`config.mk`:
```
export PLATFORM = sky130hd
export DESIGN_NAME = run_ctrl
export DESIGN_NICKNAME = d
export VERILOG_FILES = /design/src/rtl/pebble_pkg.sv /design/src/rtl/mem_port_mux.sv /design/src/rtl/run_ctrl.sv
export SDC_FILE = /design/constraint.sdc
export NUM_CORES = 1
export LEC_CHECK = 0
export BUFFER_PORTS_ARGS = -buffer_cell sky130_fd_sc_hd__buf_2
export CAP_MARGIN = 40
export CORE_MARGIN = 4
export CORE_UTILIZATION = 48
export CTS_CLUSTER_DIAMETER = 60
export DETAILED_ROUTE_END_ITERATION = 12
export GPL_TIMING_DRIVEN = 0
export PLACE_DENSITY = 0.81
export SLEW_MARGIN = 10
export SYNTH_ARGS = -nofsm -noshare
export SYNTH_HDL_FRONTEND = slang
export SYNTH_SLANG_ARGS = --single-unit
```
`constraint.sdc`:
```
create_clock -name clk -period 3 [get_ports clk]
set_input_delay 0.15 -clock clk [delete_from_list [all_inputs] [get_ports clk]]
set_output_delay 0.15 -clock clk [all_outputs]
set_load 0.005 [all_outputs]
```
`src/rtl/pebble_pkg.sv`:
```
// Shared types and bus widths for the Pebble core slice.
package pebble_pkg;

  localparam int unsigned DATA_W = 8;
  localparam int unsigned ADDR_W = 8;

  typedef enum logic [1:0] {
    IDLE   = 2'd0,
    CLEAR  = 2'd1,
    RUN    = 2'd2,
    FINISH = 2'd3
  } run_state_e;

endpackage

```
`src/rtl/mem_port_mux.sv`:
```
// Data-memory port selector: core owns the bus while running, host otherwise.
module mem_port_mux #(
  parameter int unsigned AW = 8,
  parameter int unsigned DW = 8
) (
  input  logic          run_owns_mem,
  input  logic          host_allowed,
  input  logic          core_we,
  input  logic [AW-1:0] core_addr,
  input  logic [DW-1:0] core_wdata,
  input  logic          host_req,
  input  logic          host_we,
  input  logic [AW-1:0] host_addr,
  input  logic [DW-1:0] host_wdata,
  output logic          host_gnt,
  output logic          mem_we,
  output logic [AW-1:0] mem_addr,
  output logic [DW-1:0] mem_wdata
);

  // Host address is the idle default so a denied host still sees its read address.
  always_comb begin
    host_gnt  = 1'b0;
    mem_we    = 1'b0;
    mem_addr  = host_addr;
    mem_wdata = host_wdata;
    if (run_owns_mem) begin
      mem_we    = core_we;
      mem_addr  = core_addr;
      mem_wdata = core_wdata;
    end else if (host_allowed) begin
      mem_we   = host_req & host_we;
      host_gnt = host_req;
    end
  end

endmodule

```
`src/rtl/run_ctrl.sv`:
```
// Run sequencer for the Pebble core: reset pulse, run window, cycle count,
// watchdog, and data-memory ownership.
module run_ctrl
  import pebble_pkg::*;
#(
  parameter int unsigned CLR_CYCLES = 2,
  parameter int unsigned CNT_W      = 16,
  parameter int unsigned TIMEOUT    = 4096,
  parameter int unsigned AW         = ADDR_W,
  parameter int unsigned DW         = DATA_W
) (
  input  logic             clk,
  input  logic             reset,
  input  logic             start,
  input  logic             core_done,
  output logic             core_reset,
  output logic             core_en,
  output logic             busy,
  output logic             done,
  output logic             timeout,
  output logic [CNT_W-1:0] cycles,
  input  logic             core_we,
  input  logic [AW-1:0]    core_addr,
  input  logic [DW-1:0]    core_wdata,
  input  logic             host_req,
  input  logic             host_we,
  input  logic [AW-1:0]    host_addr,
  input  logic [DW-1:0]    host_wdata,
  output logic             host_gnt,
  output logic             mem_we,
  output logic [AW-1:0]    mem_addr,
  output logic [DW-1:0]    mem_wdata
);

  localparam int unsigned CLR_W = $clog2(CLR_CYCLES + 1);

  run_state_e       state, state_d;
  logic [CLR_W-1:0] clr_cnt, clr_cnt_d;
  logic [CNT_W-1:0] cycles_d, cycles_inc;
  logic             done_d, timeout_d;

  // State and run bookkeeping registers.
  always_ff @(posedge clk or posedge reset) begin
    if (reset) begin
      state   <= IDLE;
      clr_cnt <= '0;
      cycles  <= '0;
      done    <= 1'b0;
      timeout <= 1'b0;
    end else begin
      state   <= state_d;
      clr_cnt <= clr_cnt_d;
      cycles  <= cycles_d;
      done    <= done_d;
      timeout <= timeout_d;
    end
  end

  // Next-state and counter update; core_done outranks the watchdog.
  always_comb begin
    state_d    = state;
    clr_cnt_d  = clr_cnt;
    cycles_d   = cycles;
    done_d     = done;
    timeout_d  = timeout;
    cycles_inc = cycles + CNT_W'(1);
    case (state)
      IDLE, FINISH: begin
        if (start) begin
          state_d   = CLEAR;
          clr_cnt_d = '0;
          cycles_d  = '0;
          done_d    = 1'b0;
          timeout_d = 1'b0;
        end
      end
      CLEAR: begin
        if (clr_cnt == CLR_W'(CLR_CYCLES - 1)) begin
          state_d = RUN;
        end else begin
          clr_cnt_d = clr_cnt + CLR_W'(1);
        end
      end
      RUN: begin
        cycles_d = cycles_inc;
        if (core_done) begin
          state_d   = FINISH;
          done_d    = 1'b1;
          timeout_d = 1'b0;
        end else if (cycles_inc == CNT_W'(TIMEOUT)) begin
          state_d   = FINISH;
          done_d    = 1'b1;
          timeout_d = 1'b1;
        end
      end
      default: state_d = IDLE;
    endcase
  end

  assign core_reset = (state == IDLE) || (state == CLEAR);
  assign core_en    = (state == RUN);
  assign busy       = (state == CLEAR) || (state == RUN);

  // Reset also gates the host path so no write slips through while it is held.
  mem_port_mux #(
    .AW(AW),
    .DW(DW)
  ) u_mem_port_mux (
    .run_owns_mem (state == RUN),
    .host_allowed (((state == IDLE) || (state == FINISH)) && !reset),
    .core_we      (core_we),
    .core_addr    (core_addr),
    .core_wdata   (core_wdata),
    .host_req     (host_req),
    .host_we      (host_we),
    .host_addr    (host_addr),
    .host_wdata   (host_wdata),
    .host_gnt     (host_gnt),
    .mem_we       (mem_we),
    .mem_addr     (mem_addr),
    .mem_wdata    (mem_wdata)
  );

endmodule
```
Yosys cells after proc, flatten, opt, wreduce, memory -nomap -nowiden
Cells that the tools add are included.
{"block": "word_totals", "ff_bits": 22, "in_bits": 39, "out_inout_bits": 39, "word_cells": 52}
{"block": "classes", "addsub": 2, "n_eq_ne": 9, "n_mux": 22, "n_bitwise": 1, "n_reduce_logical": 13}
{"op": "$pmux W16 S2", "count": 1}
{"op": "$add A16 B1 Y16 const B", "count": 1}
{"op": "$eq A16 B13 Y1 const B", "count": 1}
{"op": "$mux W16", "count": 1}
{"op": "$mux W8", "count": 2}
{"op": "$mux W2", "count": 6}
{"op": "$reduce_and A3 Y1", "count": 3}
{"op": "$mux W1", "count": 8}
{"op": "$ne A2 B2 Y1 const B", "count": 3}
{"op": "$pmux W2 S3", "count": 1}
{"op": "$eq A2 B1 Y1 const B", "count": 2}
{"op": "$eq A2 B2 Y1 const B", "count": 2}
{"op": "$pmux W1 S2", "count": 2}
{"op": "$pmux W2 S2", "count": 1}
{"op": "$reduce_bool A2 Y1", "count": 2}
{"op": "$logic_or A1 B1 Y1", "count": 3}
{"op": "$ne A3 B2 Y1 const B", "count": 1}
{"op": "$add A2 B1 Y2 const B", "count": 1}
{"op": "$logic_not A2 Y1", "count": 1}
{"op": "$reduce_and A2 Y1", "count": 1}
{"op": "$reduce_or A2 Y1", "count": 1}
{"op": "$and A1 B1 Y1", "count": 1}
{"op": "$logic_and A1 B1 Y1", "count": 1}
{"op": "$logic_not A1 Y1", "count": 1}

Logic depth before layout (Yosys ltp)
Gate-level depths: netlist (run 1).
{"block": "logic_depth", "word_depth": 5, "ltp_mapped": 8}

By module
A second synthesis (run 1) with hierarchy kept.
{"block": "unflattened", "hier_cells": 197, "hier_area_um2": 1744.2}
{"module": "run_ctrl", "n_inst": 1, "cells_each": 174, "area_each_um2": 1485.2, "seq_area_each_um2": 550.5}
{"module": "mem_port_mux", "n_inst": 1, "cells_each": 23, "area_each_um2": 259.0, "seq_area_each_um2": 0.0}

Least setup slack after synthesis (run 1)
Ideal clock, no wire load.
{"block": "synth_path", "path_type": "reg2reg", "startpoint": "register cycles[0]", "endpoint": "register state[0]", "setup_time_ns": 0.101, "arrival_time_ns": 2.061, "required_ns": 2.899, "slack_ns": 0.838, "stages_incl_launch_ff": 9, "path_buffers": 1, "period_less_slack_ns": 2.162, "cell_sequence": "dfrtp_1 ha_1 buf_2 nand4_1 nor3_2 mux2i_1 o2111a_4 a31oi_4 o311ai_2"}
{"block": "synth_between", "elab_chain_len": 4}
{"element": "start: declaration", "line": "run_ctrl.sv:21", "text": "output logic [CNT_W-1:0] cycles,"}
{"element": "start signal: assignment", "line": "run_ctrl.sv:53", "text": "cycles <= cycles_d;"}
{"element": "$add A16 B1 Y16", "line": "run_ctrl.sv:66", "text": "cycles_inc = cycles + CNT_W'(1);"}
{"element": "$eq A16 B13 Y1", "line": "run_ctrl.sv:90", "text": "end else if (cycles_inc == CNT_W'(TIMEOUT)) begin"}
{"element": "$ne A3 B2 Y1 (no line)"}
{"element": "$reduce_and A3 Y1 (no line)"}
{"element": "end signal: assignment", "line": "run_ctrl.sv:51", "text": "state <= state_d;"}
{"element": "end: declaration", "line": "run_ctrl.sv:37", "text": "run_state_e state, state_d;"}
Every way passes these cells.
A chain may end at the register's enable or synchronous reset.

Final worst setup path (run 1)
{"block": "layout_path", "startpoint": "register state[0]", "endpoint": "register cycles[9]"}
{"block": "layout_between", "elab_chain_len": 4}
{"element": "$eq A2 B2 Y1 or $logic_not A2 Y1 (tied branches)", "line": "run_ctrl.sv:67", "text": "case (state)"}
{"element": "$reduce_or A2 Y1", "line": "run_ctrl.sv:67"}
{"element": "$ne A2 B2 Y1 (no line) or $reduce_bool A2 Y1 (tied branches)"}
{"element": "$reduce_and A2 Y1 (no line)"}
Parallel ways exist; a longest one is shown, timed or not.

==> summary.txt, run 1 <==
Worst setup path
  – CP endpoint kind: flop
  – WS Path Type: reg2reg
  – R2R Path End: cycles[9]
  – Worst r2r src: state[0]
  – Reg2Reg Setup Slack: 0.34 ns
  – CP delay by family, top: compound AO/OA/AOI/OAI gates
  – Type of origin of the critical path: flop
  – Worst Path Buf+Inv: 3
  – Cell depth of the worst flop-to-flop path: 8
  – Worst endpoint data arrival time: 2.80 ns
  – Max Fanout on Critical Path: 10
  – Critical path's largest stage delay: 0.61 ns
  – Critical Path RT: 3.14 ns
  – Critical path's slowest cell: o21ai_1
  – Most common cell on crit path: clkbuf_1
  – Crit path cell chain: inv_1, ha_1, clkbuf_1, o21ai_1, clkbuf_1, a21oi_1, o21ai_0, o31ai_1

Clock tree
  – Root Buffer: clkbuf_8
  – Clock latency at the later pin of the worst-skew pair: 0.27 ns
  – CTS Sinks: 22
  – Max H-tree Level: 1
  – # Post-CTS Setup Buffers: 0
  – Clk pin slew, worst setup/hold paths: 0.09 ns
  – TritonCTS Buffers: 3
  – CTS max path bufs: 2
  – CTS tree: done

Die
  – Die area: 0.00478 mm²
  – Die X: 69.2 µm
  – IO Pins: 78
  – Die Y: 69.2 µm
  – # rows: 21
  – Core region area: 0.00347 mm²
  – Starting Density: 51.8%

Power
  – Pleak: 1.12 nW
  – Pint: 0.000915 W
  – Seq pwr share: 25.2%
  – Clock Power Share: 17.9%
  – Net Sw Frac: 41.7%
  – Power Dens Cells: 672 mW/mm²
  – VDD IR max: 0.352 mV
  – Comb pwr share: 56.9%
  – Sw power: 0.000653 W

Logic synthesis
  – Xor/xnor share of the synthesized area: 1.46%
  – Area contributors post-synth: dfrtp_1, mux2_2, o21ai_0, ha_1, nand4_1
  – Mapped Avg Cell Area: 8.76 µm²
  – Net count after synthesis: 251
  – Async set or reset register ratio after synthesis: 100%
  – Cell Area, Synth: 0.00180 mm²
  – Count leader, synth: o21ai_0
  – Post-synthesis simple-gate area fraction: 22.0%
  – Compound-Gate Fraction of Synth Area: 23.6%
  – Biggest area consumer among synthesized cells: dfrtp_1
  – Share of the synthesized area in the top cell type: 30.7%
  – Largest family of logic cells by synthesized area: compound AO/OA/AOI/OAI gates
  – Post-synth cell types: 44
  – Synth top cells by count: o21ai_0, dfrtp_1, mux2_2
  – Mapped Cells: 205
  – Mux cell area share after synthesis: 12.8%
  – Synth Flop Type: dfrtp_1
  – Post-synthesis sequential area ratio: 30.7%
  – Warnings, synthesis: 0
  – Adder-Cell Fraction of Synth Area: 4.88%
  – #FFs+latches synth: 22
  – EDFF count, synth: 0

Layout
  – Layout cells sized above 1: 39.6%
  – Core Util, Final: 67.3%
  – Area of the multi-input gates: 0.00116 mm²
  – Antenna Cells: 0
  – Fillers: 318
  – FF/Latch Area: 551 µm²
  – Nets: 335
  – Area growth syn-to-layout: 30.0%

Placement
  – Final GP Congestion: 0.832
  – Port Buf Inserts: 77
  – Final HPWL DP: 4.02 mm

Route
  – Mean routed wirelength per cell: 15.4 µm
  – Via count: 1901
  – Final WL: 5.14 mm
  – # DRC: 0
  – Iteration count of the initial detailed-routing pass: 5
  – Vias per cell: 5.69
  – Starting DRT DRC Count: 154
  – Post-route ant nets: 0

Timing
  – Max Clk Rate: 0.377 GHz
  – Slew headroom: 54.2%
  – Setup_tns: 0 ns
  – Final Max Slew Viols: 0
  – Final setup fails: 0
  – Fin crit period: 2.66 ns
  – Hold Vio Cnt, Final: 0
  – Fin crit share: 88.5%
  – Setup Skew: 0.0124 ns
  – RSZ-0062 raised after global routing: no
  – Worst Tran Pin Value: 0.683 ns

Run
  – Max Cap Viol: 0

Hold path
  – Hold WC Path Type: in2reg
  – Hold endpoint: state[1]
  – Hold path startpoint: start
  – Hold Path Depth: 4

Status
  – Outcome: complete, no violations

Global route
  – Overall Global Routing Usage: 21.7%
  – First-pass GRT wire length: 8.71 mm
  – GRT overflow: 0
  – Initial antenna violation count: 0
  – Largest net degree at the start of global routing: 14
  – Vias in the first global route: 1789
-- sequential cells by signal, indices dropped and copies added (netlist names) --
name,count
clr_cnt,2
cycles,16
done,1
state,2
timeout,1
-- final cells by class --
type | instances | area share, %
clock inverter | 1 | 1.29
inverter | 6 | 0.965
tap | 46 | 2.47
clock buffer | 3 | 1.77
timing repair buffer | 79 | 17.6
buffer | 13 | 2.52
multi-input combinational | 164 | 49.8
sequential | 22 | 23.6
-- cell families (layout without fill, tap and decap cells) --
logic type               Yosys count  after routing
AO/OA/AOI/OAI                     62             62
AND/OR/NAND/NOR                   71             71
multiplexers                      21             21
XOR/XNOR                           3              3
buffers and inverters             19            102
flip-flops                        22             22
adder cells (fa/ha/maj)            7              7
-- how the worst max path moves through the flow --
stage                endpoint  slack [ns]  depth (start not counted)       from
floorplan            state[0]        0.84                          8  cycles[0]
global placement    cycles[8]        0.46                          8   state[0]
detailed placement  cycles[9]        0.43                          8   state[0]
CTS                 cycles[9]        0.41                          8   state[0]
global route        cycles[5]        0.09                          8   state[0]
finish              cycles[9]        0.34                          8   state[0]
-- worst reg2reg max path: cells and delay by family, from the launching register on --
kind | cells | cell delay (ns)
AOI/OAI and AO/OA | 4 | 1.01
buffers and inverters | 3 | 0.79
DFF | 1 | 0.42
adders and majority gates | 1 | 0.32
-- layout by cell type, fill, tap and decap left out, types with 2 or more instances in the layout --
cell type and instances:
a22o_1 3, clkbuf_1 5, nor3_1 3, dfrtp_1 22, nor3_2 2, xor2_1 2, buf_2 82, buf_1 2
nand4_1 10, a21oi_1 6, clkbuf_8 3, mux2_2 16, nand3b_1 3, and3_1 3, nand2b_1 3, o311ai_2 2
mux2i_1 5, a221o_1 2, nand2_1 15, a31oi_1 8, ha_1 7, and2_1 3, inv_1 6, o31ai_1 4
nor2b_1 3, o21ai_0 29, nand3_1 5, nor2_1 14
-- through the flow --
step | total power (W) | hold WS, ns | instances | area [µm²] | worst slack (ns)
after detailed placement | 0.00129 | 0.178 | 329 | 2250 | 0.429
after global routing | 0.00170 | 0.336 | 334 | 2330 | 0.0857
after CTS | 0.00157 | 0.295 | 334 | 2330 | 0.413
final | 0.00157 | 0.294 | 334 | 2330 | 0.345
after floorplan | 0.000996 | 0.139 | 205 | 1800 | 0.838
after global placement | 0.00126 | 0.383 | 328 | 2240 | 0.455
-- routing by layer --
layer / vias to the layer above / wire (µm) / track usage [%]
li1: 932 / - / -
met1: 901 / 2140 / 28.9
met2: 60 / 2690 / 37.0
met3: 8 / 216 / 3.20
met4: 0 / 86 / 4.56
met5: - / 0 / 0
-- power groups by stage --
stage	logic, W	clock network, W	registers, W
after floorplan	0.000605	0	0.000391
after global placement	0.000864	0	0.000396
after detailed placement	0.000889	0	0.000400
after CTS	0.000893	0.000284	0.000394
after global routing	0.000997	0.000300	0.000404
final	0.000892	0.000280	0.000396
-- repair_timing --
action | 4_1_cts | 5_1_grt
resized for setup | 0 | 0
hold buffers | 1 | 0
hold endpoints to repair | 9 | 0
No activity file was read; power rests on OpenSTA's default activity.
==> run 2: changes to the inputs <==
- CORE_UTILIZATION: 48 -> 35
- PLACE_DENSITY: 0.81 -> unset
- clock period: 3 -> 2.7 ns (I/O delays scaled with it)
==> run 2 against run 1 <==
  * Global-route usage is 6.0 points lower
  * Via count is 3.8% lower
  * Sequential share of layout area is 0.49 points lower
  * Final cell count is 6.3% higher
==> summary.txt, run 2 (synthesis gave the netlist of run 1 again) <==
Power
  – Pint: 0.00103 W
  – Net Sw Frac: 41.7%
  – Sw power: 0.000738 W
  – Power Dens Cells: 742 mW/mm²
  – Pleak: 1.13 nW
  – Clock Power Share: 18.1%
  – Comb pwr share: 57.1%
  – Seq pwr share: 24.8%
  – VDD IR max: 0.345 mV

Die
  – Die area: 0.00634 mm²
  – Die X: 79.6 µm
  – # rows: 25
  – Die Y: 79.6 µm
  – IO Pins: 78
  – Starting Density: 37.0%
  – Core region area: 0.00485 mm²

Layout
  – Layout cells sized above 1: 41.3%
  – Antenna Cells: 0
  – Biggest register: cycles
  – Area growth syn-to-layout: 32.8%
  – Largest registers: cycles: 16 flops, clr_cnt: 2 flops, state: 2 flops
  – Commonest non-fill, non-tap cells in the layout: buf_2, o21ai_0, dfrtp_1
  – Post-route cell area: 0.00238 mm²
  – Most common library cell in the layout ignoring fill and taps: buf_2
  – Number of flip-flops under the largest register name: 16
  – Core Util, Final: 49.2%
  – Nets: 335

Timing
  – Worst Tran Pin Value: 0.498 ns
  – Final Max Slew Viols: 0
  – Setup_tns: 0 ns
  – Fin crit period: 2.49 ns
  – Hold Vio Cnt, Final: 0
  – Setup slack after layout: 0.213 ns
  – Max Clk Rate: 0.402 GHz
  – Fin crit share: 92.1%
  – Setup Skew: 0.00976 ns
  – RSZ-0062 raised after global routing: no
  – Final setup fails: 0
  – Slew headroom: 66.7%

Clock tree
  – CTS max path bufs: 2
  – Max H-tree Level: 1
  – Clk pin slew, worst setup/hold paths: 0.09 ns
  – CTS Sinks: 22
  – # Post-CTS Setup Buffers: 0
  – Root Buffer: clkbuf_8
  – CTS tree: done
  – Clock latency at the later pin of the worst-skew pair: 0.28 ns
  – TritonCTS Buffers: 3

Route
  – M1 wire length: 2.39 mm
  – Via count: 1829
  – Vias per cell: 5.15
  – Final WL: 5.09 mm
  – Max layer used: met4
  – Detail Route met2 WL: 2.49 mm
  – Iteration count of the initial detailed-routing pass: 4
  – Post-route ant nets: 0
  – Mean routed wirelength per cell: 14.3 µm
  – # DRC: 0
  – WL met3: 163 µm
  – Starting DRT DRC Count: 93

Worst setup path
  – Critical Path RT: 2.89 ns
  – WS Path Type: reg2reg
  – Type of origin of the critical path: flop
  – Worst Path Buf+Inv: 1
  – Worst endpoint data arrival time: 2.68 ns
  – Critical path's largest stage delay: 0.54 ns
  – Max Fanout on Critical Path: 11
  – CP delay by family, top: compound AO/OA/AOI/OAI gates
  – Critical path's slowest cell: dfrtp_1
  – CP endpoint kind: flop
  – Crit path cell chain: ha_1, buf_2, nand4_1, nor3_2, mux2i_1, o2111a_4, a31oi_4, o311ai_2

Run
  – Max Cap Viol: 0

Global route
  – Largest net degree at the start of global routing: 16
  – Initial antenna violation count: 0
  – First-pass GRT wire length: 8.02 mm
  – Overall Global Routing Usage: 15.7%
  – Vias in the first global route: 1703
  – GRT overflow: 0

Placement
  – Final HPWL DP: 3.92 mm
  – DP Area: 0.00229 mm²
  – Final GP Congestion: 0.831
  – Post-Place Setup Slack: 0.0610 ns
  – Port Buf Inserts: 77

Hold path
  – Hold WC Path Type: in2reg

Status
  – Outcome: complete, no violations
==> run 2: cell types whose count changed in the layout (fill, tap and decap cells not counted), sizes merged <==
cell	before	now
clkbuf	8	9
buf	86	85
==> run 2: power by group through the flow <==
stage               Clock, W  Combinational [W]  Sequential [W]
finish              0.000320            0.00101        0.000439
CTS                 0.000326            0.00100        0.000437
global placement           0           0.000980        0.000442
detailed placement         0           0.000996        0.000444
floorplan                  0           0.000672        0.000434
global route        0.000344            0.00114        0.000447
==> run 2: final cells by class <==
type / count / area [µm²]
sequential: 22 / 551
inverter: 6 / 22.5
timing repair buffer: 79 / 423
clock buffer: 3 / 41.3
buffer: 13 / 62.6
clock inverter: 1 / 30.0
tap: 67 / 83.8
multi-input combinational: 164 / 1170
fill: 507 / 2460
==> run 2: final timing paths <==
| check | cells past startpoint | slack [ns] | end | start |
|---|---|---|---|---|
| max | 8 | 0.21 | state[0] | cycles[0] |
| min | 4 | 0.27 | state[1] | start |
| max reg2reg | 8 | 0.21 | state[0] | cycles[0] |
| min reg2reg | 1 | 0.53 | clr_cnt[1] | clr_cnt[1] |
| max in group asynchronous | 4 | 1.89 | cycles[4] | reset |
| min in group asynchronous | 3 | 0.40 | done | reset |
==> run 2: what timing repair did <==
item                                   4_1_cts  5_1_grt
endpoints found under the hold margin        7        0
hold buffers                                 1        0
setup endpoints to repair                    0       19
resized for setup                            0        7
==> run 2: through the flow <==
step,hold WS [ns],power [W],instances
3_5_place_dp,0.152,0.00144,350
3_3_place_gp,0.380,0.00142,349
6_report,0.265,0.00177,355
4_1_cts,0.251,0.00176,355
2_1_floorplan,0.124,0.00111,205
5_1_grt,0.329,0.00193,355
==> run 2: per-layer routing <==
layer	global-route usage, %	up-vias
met1	22.5	857
met4	3.09	0
met3	2.71	7
met5	0	-
li1	-	935
met2	24.5	30
==> run 2: worst reg2reg max path, delay by kind of cell (launching register included) <==
kind,cells,cell delay (ns)
compound gates,3,0.64
flops,1,0.54
simple gates,2,0.52
mux,1,0.30
fa+ha+maj,1,0.21
buf+inv,1,0.19
